==> src/rtl/spell_mem_loader.sv <==
`timescale 1ns/1ps
`default_nettype none
// ============================================================================
//  Module      : spell_mem_loader
//  Description : Byte-stream program loader for the code/data memory.
//                Frames arrive as CMD, ADDR, LEN, then LEN payload bytes.
//                Payload is written to sequential addresses, or read back
//                and compared in verify mode. The memory port is held
//                (busy) for the whole frame.
//  Revision    : 1.0 - initial release
// ============================================================================
module spell_mem_loader #(
    parameter int TIMEOUT = 16
) (
    input  logic       clock,
    input  logic       reset,
    input  logic       in_valid,
    input  logic [7:0] in_data,
    output logic       in_ready,
    output logic       mem_select,
    output logic [7:0] mem_addr,
    output logic [7:0] mem_wdata,
    output logic       mem_type_data,
    output logic       mem_write,
    input  logic [7:0] mem_rdata,
    input  logic       mem_data_ready,
    output logic       busy,
    output logic       done,
    output logic       error,
    output logic [7:0] error_addr
);

    // Counter wide enough to hold TIMEOUT-1; the last count triggers abort.
    localparam int              c_cnt_w    = (TIMEOUT > 2) ? $clog2(TIMEOUT) : 1;
    localparam logic [c_cnt_w-1:0] c_tmo_last = c_cnt_w'(TIMEOUT - 1);

    typedef enum logic [2:0] {
        S_IDLE     = 3'd0,
        S_GET_ADDR = 3'd1,
        S_GET_LEN  = 3'd2,
        S_GET_DATA = 3'd3,
        S_ACCESS   = 3'd4,
        S_RELEASE  = 3'd5,
        S_DONE     = 3'd6
    } state_t;

    state_t               state_q, state_d;
    logic [7:0]           addr_q, addr_d;
    logic [7:0]           count_q, count_d;
    logic [7:0]           data_byte_q, data_byte_d;
    logic                 verify_q, verify_d;
    logic [c_cnt_w-1:0]   tmo_cnt_q, tmo_cnt_d;
    logic                 in_ready_q, in_ready_d;
    logic                 mem_select_q, mem_select_d;
    logic [7:0]           mem_addr_q, mem_addr_d;
    logic [7:0]           mem_wdata_q, mem_wdata_d;
    logic                 mem_type_data_q, mem_type_data_d;
    logic                 mem_write_q, mem_write_d;
    logic                 busy_q, busy_d;
    logic                 done_q, done_d;
    logic                 error_q, error_d;
    logic [7:0]           error_addr_q, error_addr_d;

    logic                 w_accept;

    assign w_accept = in_valid && in_ready_q;

    // Next-state and next-output computation for the frame sequencer.
    always_comb begin
        state_d         = state_q;
        addr_d          = addr_q;
        count_d         = count_q;
        data_byte_d     = data_byte_q;
        verify_d        = verify_q;
        tmo_cnt_d       = tmo_cnt_q;
        mem_addr_d      = mem_addr_q;
        mem_wdata_d     = mem_wdata_q;
        mem_type_data_d = mem_type_data_q;
        mem_write_d     = mem_write_q;
        error_d         = error_q;
        error_addr_d    = error_addr_q;

        case (state_q)
            S_IDLE: begin
                if (w_accept) begin
                    mem_type_data_d = in_data[7];
                    verify_d        = in_data[6];
                    error_d         = 1'b0;
                    error_addr_d    = 8'd0;
                    state_d         = S_GET_ADDR;
                end
            end
            S_GET_ADDR: begin
                if (w_accept) begin
                    addr_d  = in_data;
                    state_d = S_GET_LEN;
                end
            end
            S_GET_LEN: begin
                if (w_accept) begin
                    count_d = in_data;
                    state_d = (in_data == 8'd0) ? S_DONE : S_GET_DATA;
                end
            end
            S_GET_DATA: begin
                if (w_accept) begin
                    data_byte_d = in_data;
                    mem_addr_d  = addr_q;
                    mem_wdata_d = in_data;
                    mem_write_d = !verify_q;
                    tmo_cnt_d   = '0;
                    state_d     = S_ACCESS;
                end
            end
            S_ACCESS: begin
                if (mem_data_ready) begin
                    // A mismatch is recorded but the frame carries on.
                    if (verify_q && (mem_rdata != data_byte_q) && !error_q) begin
                        error_d      = 1'b1;
                        error_addr_d = addr_q;
                    end
                    state_d = S_RELEASE;
                end else if (tmo_cnt_q == c_tmo_last) begin
                    // Abort: remaining frame bytes are left for the sender.
                    if (!error_q) begin
                        error_addr_d = addr_q;
                    end
                    error_d = 1'b1;
                    state_d = S_IDLE;
                end else begin
                    tmo_cnt_d = tmo_cnt_q + c_cnt_w'(1);
                end
            end
            S_RELEASE: begin
                // Handshake completes only once the memory drops ready.
                if (!mem_data_ready) begin
                    addr_d  = addr_q + 8'd1;
                    count_d = count_q - 8'd1;
                    state_d = (count_q == 8'd1) ? S_DONE : S_GET_DATA;
                end
            end
            S_DONE: begin
                state_d = S_IDLE;
            end
            default: begin
                state_d = S_IDLE;
            end
        endcase

        in_ready_d   = (state_d == S_IDLE) || (state_d == S_GET_ADDR) ||
                       (state_d == S_GET_LEN) || (state_d == S_GET_DATA);
        mem_select_d = (state_d == S_ACCESS);
        busy_d       = (state_d != S_IDLE);
        done_d       = (state_d == S_DONE);
    end

    // State and registered outputs; active-low synchronous reset.
    always_ff @(posedge clock) begin
        if (!reset) begin
            state_q         <= S_IDLE;
            addr_q          <= 8'd0;
            count_q         <= 8'd0;
            data_byte_q     <= 8'd0;
            verify_q        <= 1'b0;
            tmo_cnt_q       <= '0;
            in_ready_q      <= 1'b1;
            mem_select_q    <= 1'b0;
            mem_addr_q      <= 8'd0;
            mem_wdata_q     <= 8'd0;
            mem_type_data_q <= 1'b0;
            mem_write_q     <= 1'b0;
            busy_q          <= 1'b0;
            done_q          <= 1'b0;
            error_q         <= 1'b0;
            error_addr_q    <= 8'd0;
        end else begin
            state_q         <= state_d;
            addr_q          <= addr_d;
            count_q         <= count_d;
            data_byte_q     <= data_byte_d;
            verify_q        <= verify_d;
            tmo_cnt_q       <= tmo_cnt_d;
            in_ready_q      <= in_ready_d;
            mem_select_q    <= mem_select_d;
            mem_addr_q      <= mem_addr_d;
            mem_wdata_q     <= mem_wdata_d;
            mem_type_data_q <= mem_type_data_d;
            mem_write_q     <= mem_write_d;
            busy_q          <= busy_d;
            done_q          <= done_d;
            error_q         <= error_d;
            error_addr_q    <= error_addr_d;
        end
    end

    assign in_ready      = in_ready_q;
    assign mem_select    = mem_select_q;
    assign mem_addr      = mem_addr_q;
    assign mem_wdata     = mem_wdata_q;
    assign mem_type_data = mem_type_data_q;
    assign mem_write     = mem_write_q;
    assign busy          = busy_q;
    assign done          = done_q;
    assign error         = error_q;
    assign error_addr    = error_addr_q;

endmodule
`default_nettype wire

==> config.mk <==
export PLATFORM = sky130hd
export DESIGN_NAME = spell_mem_loader
export DESIGN_NICKNAME = d
export VERILOG_FILES = /design/src/rtl/spell_mem_loader.sv
export SDC_FILE = /design/constraint.sdc
export NUM_CORES = 1
export LEC_CHECK = 0
export ABC_AREA = 1
export CORE_ASPECT_RATIO = 1.25
export CORE_MARGIN = 3
export CORE_UTILIZATION = 40
export CTS_BUF_LIST = sky130_fd_sc_hd__clkbuf_8
export DETAILED_ROUTE_END_ITERATION = 12
export PLACE_DENSITY = 0.72
export SYNTH_ARGS = -nofsm -noshare
export SYNTH_HDL_FRONTEND = slang
export SYNTH_SLANG_ARGS = --single-unit
==> constraint.sdc <==
create_clock -name clock -period 1.65 [get_ports clock]
set_input_delay 0.33 -clock clock [delete_from_list [all_inputs] [get_ports clock]]
set_output_delay 0.33 -clock clock [all_outputs]
set_load 0.03 [all_outputs]
Word-level counts from Yosys, hierarchy flattened

Cells that the tools add are included.

Bits of input ports: 20
Output and inout port bits: 31
Register bits: 55
Logic and storage cells: 94

Eq/ne operators: 23
Reductions and logical operators: 23
$add $sub $neg: 3
Multiplexer cells: 30

Operators by type and width:

| kind                                             | count |
|---|---|
| 2-to-1 mux 8 bit                                 | 8 |
| case mux 8 bit (2 select lines)                  | 3 |
| 2-to-1 mux 3 bit                                 | 9 |
| case mux 3 bit (6 select lines)                  | 1 |
| inequality test 2 bit, second input constant     | 7 |
| == test 3 x 2 -> 1 bit, second input constant    | 4 |
| == test 3 bit, second input constant             | 4 |
| 2-to-1 mux 4 bit                                 | 3 |
| inequality test 3 bit, second input constant     | 3 |
| adder 8 x 1 -> 8 bit, second input constant      | 1 |
| == test 8 x 1 -> 1 bit, second input constant    | 1 |
| zero test 8 bit                                  | 1 |
| inequality test 8 bit                            | 1 |
| case mux 4 bit (2 select lines)                  | 1 |
| AND reduction 4 bit                              | 2 |
| nonzero test 2 bit                               | 4 |
| subtractor 8 x 1 -> 8 bit, second input constant | 1 |
| == test 3 x 1 -> 1 bit, second input constant    | 2 |
| zero test 3 bit                                  | 2 |
| AND reduction 3 bit                              | 2 |
| AND reduction 5 bit                              | 1 |
| adder 4 x 1 -> 4 bit, second input constant      | 1 |
| == test 4 bit, second input constant             | 1 |
| 2-to-1 mux 1 bit                                 | 4 |
| other kinds (6)                                  | 12 |

Depth between registers and ports, before layout

Gate-level depths: netlist (run 1).

Depth in word-level cells: 8
Mapped depth: 11
Mapped depth without buffers: 11

Least setup slack after synthesis (run 1)

Ideal clock, no wire load.

Path type: reg2reg
Start point: register in_ready_q, in the netlist in_ready
End point: register count_q[3]
Arrival: 1.379 ns
Setup time: 0.116 ns
Path buffers: 1
Stages on the path, launching flop included: 9
Period minus slack after synthesis: 1.496 ns
Data required time: 1.534 ns
Setup slack: 0.154 ns
Path through: dfxtp_1 nand2_1 nor2_1 nor2_2 inv_1 buf_2 nand3_1 o211ai_1 inv_1

Cells in the longest elaborated chain, start to end: 3

Ends and longest elaborated chain:

| what                                   | line | text |
|---|---|---|
| start: declaration                     | 53   | `logic in_ready_q, in_ready_d;` |
| start signal: assignment               | 183  | `in_ready_q <= in_ready_d;` |
| logical AND 1 bit                      | 66   | `assign w_accept = in_valid && in_ready_q;` |
| inequality test 2 bit (no source line) | -    |  |
| AND reduction 3 bit (no source line)   | -    |  |
| end signal: assignment                 | 179  | `count_q <= count_d;` |
| end: declaration                       | 49   | `logic [7:0] count_q, count_d;` |

No other way between the ends.
A chain may end at the register's enable or synchronous reset.

Final worst setup path (run 1)

Start point: input port in_data[0]
End point: register busy_q, in the netlist busy

Cells in the longest elaborated chain, start to end: 5

Ends and longest elaborated chain:

| what                            | line | text |
|---|---|---|
| start: declaration              | 18   | `input logic [7:0] in_data,` |
| zero test 8 bit                 | 102  | `state_d = (in_data == 8'd0) ? S_DONE : S_GET_DATA;` |
| 2-to-1 mux 3 bit                | 102  |  |
| 2-to-1 mux 3 bit                | 100  | `if (w_accept) begin` |
| case mux 3 bit (6 select lines) | 83   | `case (state_q)` |
| nonzero test 3 bit              | 153  | `busy_d = (state_d != S_IDLE);` |
| end signal: assignment          | 189  | `busy_q <= busy_d;` |
| end: declaration                | 59   | `logic busy_q, busy_d;` |

No other way between the ends.

==> flow_summary.ini, run 1 <==
[global_route]
grt_usage_pct = 18.41
grt.overflow.total = 0
grt_pass1_vias = 2547
antenna_found_initial = 0
grt_max_degree = 24
grt_pass1_wl_microns = 11600

[critical_path]
crit_slowest_cell = clkdlybuf4s50_1
critical_path.top_delay_family = simple AND/OR/NAND/NOR gates
worstPathRequired_ns = 1.90
cp_data_arrival_time_ns = 1.80
end_kind = flip-flop
critPathMaxStageDelay_ns = 0.44
crit_fanout = 3
cp_cell_sequence = clkdlybuf4s50_1 > or2_2 > nor3_2 > buf_4 > nand2_1 > and2_1 > o21ai_2 > nand2_2 > nand3_1
rr_startpoint = state_q[2]
worstSetupStartpoint = in_data[0]
crit_buf_inv = 2
worst-path-stages = 9
r2r_cells = 8
reg2reg_to = error_addr[4]
crit_type = in2reg
critical_path.endpoint = busy
startpoint_type = input port
r2r_setup_slack_ns = 0.16

[sta]
finalSetupViolations = 0
fin_crit_ns = 1.548
hold_slack_ns = 0.4292
slew_viol_final = 0
clock_skew_ns = 0.01328
worst_pin_slew_ns = 0.3242
fmax_ghz = 0.6459
relSlewSlack_pct = 78.28
timing.final.crit_share_pct = 93.83
rsz0062_at_grt = no
hold_violations = 0

[yosys]
synth_cells = 379
synth.avg_cell_area_sq_um = 7.078
syn_area_sq_um = 2683
ys_warn_count = 0
yosysSeqAreaShare_pct = 41.04
syn_nets = 403
ys_ff_latch = 55
ys_types = 35

[placement]
placed_cell_area_sq_um = 3451
io_buffers = 50
place_hpwl_microns = 5204
gp_congestion = 0.8789

[min_path]
hp-class = reg2reg
holdPathStages = 1

[routing]
detail_route.iter0.violations = 161
vias_per_cell = 4.922
drt_pass1_iterations = 4
wire_per_inst_microns = 12.47
drc = 0
vias = 2653
drt_wl_total_microns = 6719
ant_nets = 0

[die]
die_area_sq_um = 7731
ios = 51
initial_utilization_pct = 42.41
die_x_microns = 79.25
num_rows = 32
core-area_sq_um = 6326
die_y_microns = 97.56

[clock_tree]
h-tree-depth = 2
postCtsHoldBufs = 0
cts_sinks = 55
path_clk_slew_ns = 0.09
root_buffer = clkbuf_8
cts_made_buffers = 5
worstSkewPairLatency_ns = 0.32
cts_buffer_depth = 2
cts_tree = done

[power_and_ir_drop]
total_power_w = 0.002750
p_leak_nw = 1.659
peakVddDrop_uv = 433.1
p_per_area_nw_per_um2 = 777.1

[final_layout]
fin_area_sq_um = 3538
seqCellArea_sq_um = 1106
nFillCells = 629
final_nets = 477
multiInputGateArea_sq_um = 1350
syn2layout_area_growth_pct = 31.90
drive_above_1_share_pct = 13.44
insertedDiodeCount = 0

[run]
cap_violations = 0

[run_status]
status = finished clean
==> Yosys cell counts (all sizes together) <==
cell type,n,area [sq um]
a211oi,2,15.01
a21oi,38,193.9
a31oi,6,37.54
and2,1,6.260
buf,3,15.01
clkbuf,6,23.77
dfxtp,55,1101
ha,4,50.05
inv,54,205.2
nand2,69,284.0
nand3,23,125.1
nand4,1,6.260
nor2,46,182.7
nor3,10,66.32
nor3b,1,12.51
o211ai,2,28.78
o21ai,47,239.0
o31ai,1,7.510
or2,2,12.51
xnor2,3,26.28
xor2,5,43.79
==> timing repair <==
action,in CTS,in global routing
buffers inserted,0,1
gates resized for setup,28,11
endpoints found under the hold margin,0,0
endpoints found under the setup margin,28,24
pin swaps,0,1
==> layout by cell type (no fill, tap or decap), types with 2 or more instances in the layout <==
cell type / count
o21ai_0: 43
a211oi_1: 2
nor2_1: 44
or2_2: 2
buf_4: 25
nor3_1: 7
a31oi_1: 6
clkbuf_8: 5
clkdlybuf4s50_1: 19
ha_1: 4
dlymetal6s2s_1: 3
inv_2: 3
dfxtp_2: 4
o21ai_1: 3
nand2_2: 4
a21oi_1: 37
nand2_1: 62
nand3_1: 21
nand2_4: 3
clkinv_4: 2
nand3_2: 2
nor3_2: 2
dfxtp_1: 51
dlygate4sd2_1: 28
xor2_1: 5
xnor2_1: 3
inv_1: 51
==> power breakdown <==
| group | internal (W) | switching [W] | total [W] |
|---|---|---|---|
| logic | 0.000226 | 0.000331 | 0.000557 |
| registers | 0.00140 | 0.0000545 | 0.00145 |
| clock network | 0.000299 | 0.000442 | 0.000741 |
| total | 0.00192 | 0.000828 | 0.00275 |
==> kinds of logic after synthesis <==
logic type / Yosys count / share of synthesized area (%)
simple gates: 153 / 25.93
flops: 55 / 41.04
buf+inv: 63 / 9.095
fa+ha+maj: 4 / 1.866
xor+xnor: 8 / 2.612
compound gates: 96 / 19.45
==> flip-flops by register name, indices dropped and copies added (netlist names) <==
signal         cells
mem_wdata          8
busy               1
error              1
in_ready           1
addr_q             8
mem_write          1
done               1
error_addr         8
mem_addr           8
state_q            3
verify_q           1
mem_select         1
mem_type_data      1
count_q            8
tmo_cnt_q          4
==> worst reg2reg max path: cells and delay by family (launching register included) <==
family,cells,cell delay (ns)
AO/OA/AOI/OAI,2,0.35
buffers and inverters,3,0.28
flip-flops,1,0.41
AND/OR/NAND/NOR,3,0.36
==> area by class of cell <==
| type | instances | share of cell area (%) |
|---|---|---|
| multi-input combinational | 261 | 38.15 |
| sequential | 55 | 31.26 |
| timing repair buffer | 76 | 19.24 |
| inverter | 54 | 5.799 |
| tap | 85 | 3.006 |
| clock buffer | 5 | 1.945 |
| clock inverter | 3 | 0.6011 |
==> worst min path at each step <==
stage	from	endpoint	slack (ns)
floorplan	verify_q	mem_write	0.41
global placement	verify_q	mem_write	0.42
detailed placement	verify_q	mem_write	0.42
CTS	verify_q	mem_write	0.43
global route	verify_q	mem_write	0.45
finish	verify_q	mem_write	0.43
==> through the flow <==
stage	worst slack (ns)	setup TNS [ns]	instances	util [%]
6_report	0.1019	0	539	55.93
5_1_grt	0.009134	0	539	55.93
4_1_cts	0.004093	0	538	55.42
3_5_place_dp	-0.2216	-4.285	530	54.55
3_3_place_gp	-0.1981	-3.351	530	54.55
2_1_floorplan	0.1545	0	379	-
==> per-layer routing <==
layer	part of all wire (%)	GRT usage [%]	routed length [microns]
met1	43	22.40	2877
met4	1.7	6.085	112
met3	6.1	3.618	408
met2	49	31.97	3321
met5	0	0	0
(Power assumes the default switching activity.)
==> inputs of run 2 (changes only) <==
--- a/config.mk
+++ b/config.mk
@@ -12,6 +12,7 @@
 export CTS_BUF_LIST = sky130_fd_sc_hd__clkbuf_8
 export DETAILED_ROUTE_END_ITERATION = 12
 export PLACE_DENSITY = 0.72
+export RECOVER_POWER = 25
 export SYNTH_ARGS = -nofsm -noshare
 export SYNTH_HDL_FRONTEND = slang
 export SYNTH_SLANG_ARGS = --single-unit
==> run 2 against run 1 <==
- critical endpoint unchanged
- clock skew grew 0.00055 ns
- critical path depth is the same
- non-clock buffer count is the same
- cell area shrank 0.99%
==> flow_summary.ini, run 2 (synthesis results as in run 1) <==
[run_status]
status = finished clean

[placement]
place_hpwl_microns = 5204
gp_congestion = 0.8789
io_buffers = 50
preCtsSetupSlack_ns = -0.2216

[sta]
finalSetupViolations = 0
timing.final.ws_setup_ns = 0.09916
relSlewSlack_pct = 75.51
hold_violations = 0
slew_viol_final = 0
fin_crit_ns = 1.551
timing.final.crit_share_pct = 93.99
worst_pin_slew_ns = 0.3689
clock_skew_ns = 0.01383
rsz0062_at_grt = no
fmax_ghz = 0.6448

[critical_path]
end_kind = flip-flop
r2r_cells = 8
critPathMaxStageDelay_ns = 0.44
cp_data_arrival_time_ns = 1.81
crit_fanout = 3
crit_type = in2reg
worstPathRequired_ns = 1.90
cp_cell_sequence = clkdlybuf4s50_1 > or2_2 > nor3_2 > buf_4 > nand2_1 > and2_1 > o21ai_2 > nand2_2 > nand3_1
startpoint_type = input port
crit_slowest_cell = clkdlybuf4s50_1

[power_and_ir_drop]
total_power_w = 0.002739
p_per_area_nw_per_um2 = 781.9
peakVddDrop_uv = 431.2
p_leak_nw = 1.598

[die]
die_area_sq_um = 7731
die_y_microns = 97.56
initial_utilization_pct = 42.41
die_x_microns = 79.25
core-area_sq_um = 6326
num_rows = 32
ios = 51

[global_route]
grt_max_degree = 24
grt_pass1_vias = 2547
grt_usage_pct = 18.41
grt.overflow.total = 0
antenna_found_initial = 0
grt_pass1_wl_microns = 11600

[clock_tree]
cts_made_buffers = 5
worstSkewPairLatency_ns = 0.32
h-tree-depth = 2
root_buffer = clkbuf_8
cts_sinks = 55
path_clk_slew_ns = 0.10
cts_tree = done
cts_buffer_depth = 2

[final_layout]
layout_commonest_cell = nand2_1
final_nets = 477
drive_above_1_share_pct = 13.00
syn2layout_area_growth_pct = 30.60
insertedDiodeCount = 0
final_cell_mix = nand2_1, inv_1, dfxtp_1, nor2_1, o21ai_0
nFillCells = 633

[routing]
drt_pass1_iterations = 4
detail_route.iter0.violations = 162
wire_per_inst_microns = 12.53
vias_per_cell = 4.937
vias = 2661
drc = 0
drt_wl_total_microns = 6753
ant_nets = 0

[min_path]
hp-class = reg2reg
holdPathStages = 1

[run]
cap_violations = 0
[run 2: worst max-delay path: cells and delay by family]
family,cells,cell delay [ns]
and+or+nand+nor,6,0.82
AOI/OAI and AO/OA,1,0.08
buffers and inverters,2,0.58
[run 2: path summary, 6_finish.rpt]
path	slack, ns	endpoint	startpoint
max	0.1	busy	in_data[0]
min	0.43	mem_write	verify_q
min reg2reg	0.43	mem_write	verify_q
max reg2reg	0.17	error_addr[4]	state_q[2]
[run 2: area by class of cell]
cell class / instances / area [sq um] / share of cell area, %
tap: 85 / 106.4 / 3.036
clock inverter: 3 / 21.27 / 0.6071
clock buffer: 5 / 68.82 / 1.964
inverter: 54 / 205.2 / 5.857
timing repair buffer: 76 / 650.6 / 18.57
sequential: 55 / 1106 / 31.57
multi-input combinational: 261 / 1345 / 38.39
[run 2: power by group]
part | switching (W) | total, W | leakage (nW) | internal [W]
logic | 0.000331 | 0.000546 | 1.10 | 0.000214
registers | 0.0000540 | 0.00145 | 0.447 | 0.00140
clock network | 0.000443 | 0.000743 | 0.0495 | 0.000300
[run 2: timing repair]
action / CTS / global route
gates resized for setup: 28 / 11
setup endpoints to repair: 28 / 24
pin swaps: 0 / 1
hold buffers: 0 / 0
setup buffers: 0 / 1
[run 2: per-stage QoR]
step / utilization [%] / cell area, sq um / setup TNS, ns / cells / hold slack, ns
4_1_cts: 55.42 / 3506 / 0 / 538 / 0.4342
5_1_grt: 55.38 / 3503 / 0 / 539 / 0.4533
2_1_floorplan: - / 2683 / 0 / 379 / 0.4059
6_report: 55.38 / 3503 / 0 / 539 / 0.4302
3_3_place_gp: 54.55 / 3451 / -3.351 / 530 / 0.4208
3_5_place_dp: 54.55 / 3451 / -4.285 / 530 / 0.4203
[run 2: metal layers]
layer	vias to the layer above	share of wire [%]	track usage (%)
met3	8	5.6	3.618
met2	63	49	31.97
met5	-	0	0
met4	0	1.6	6.085
li1	1378	-	-
met1	1212	44	22.40
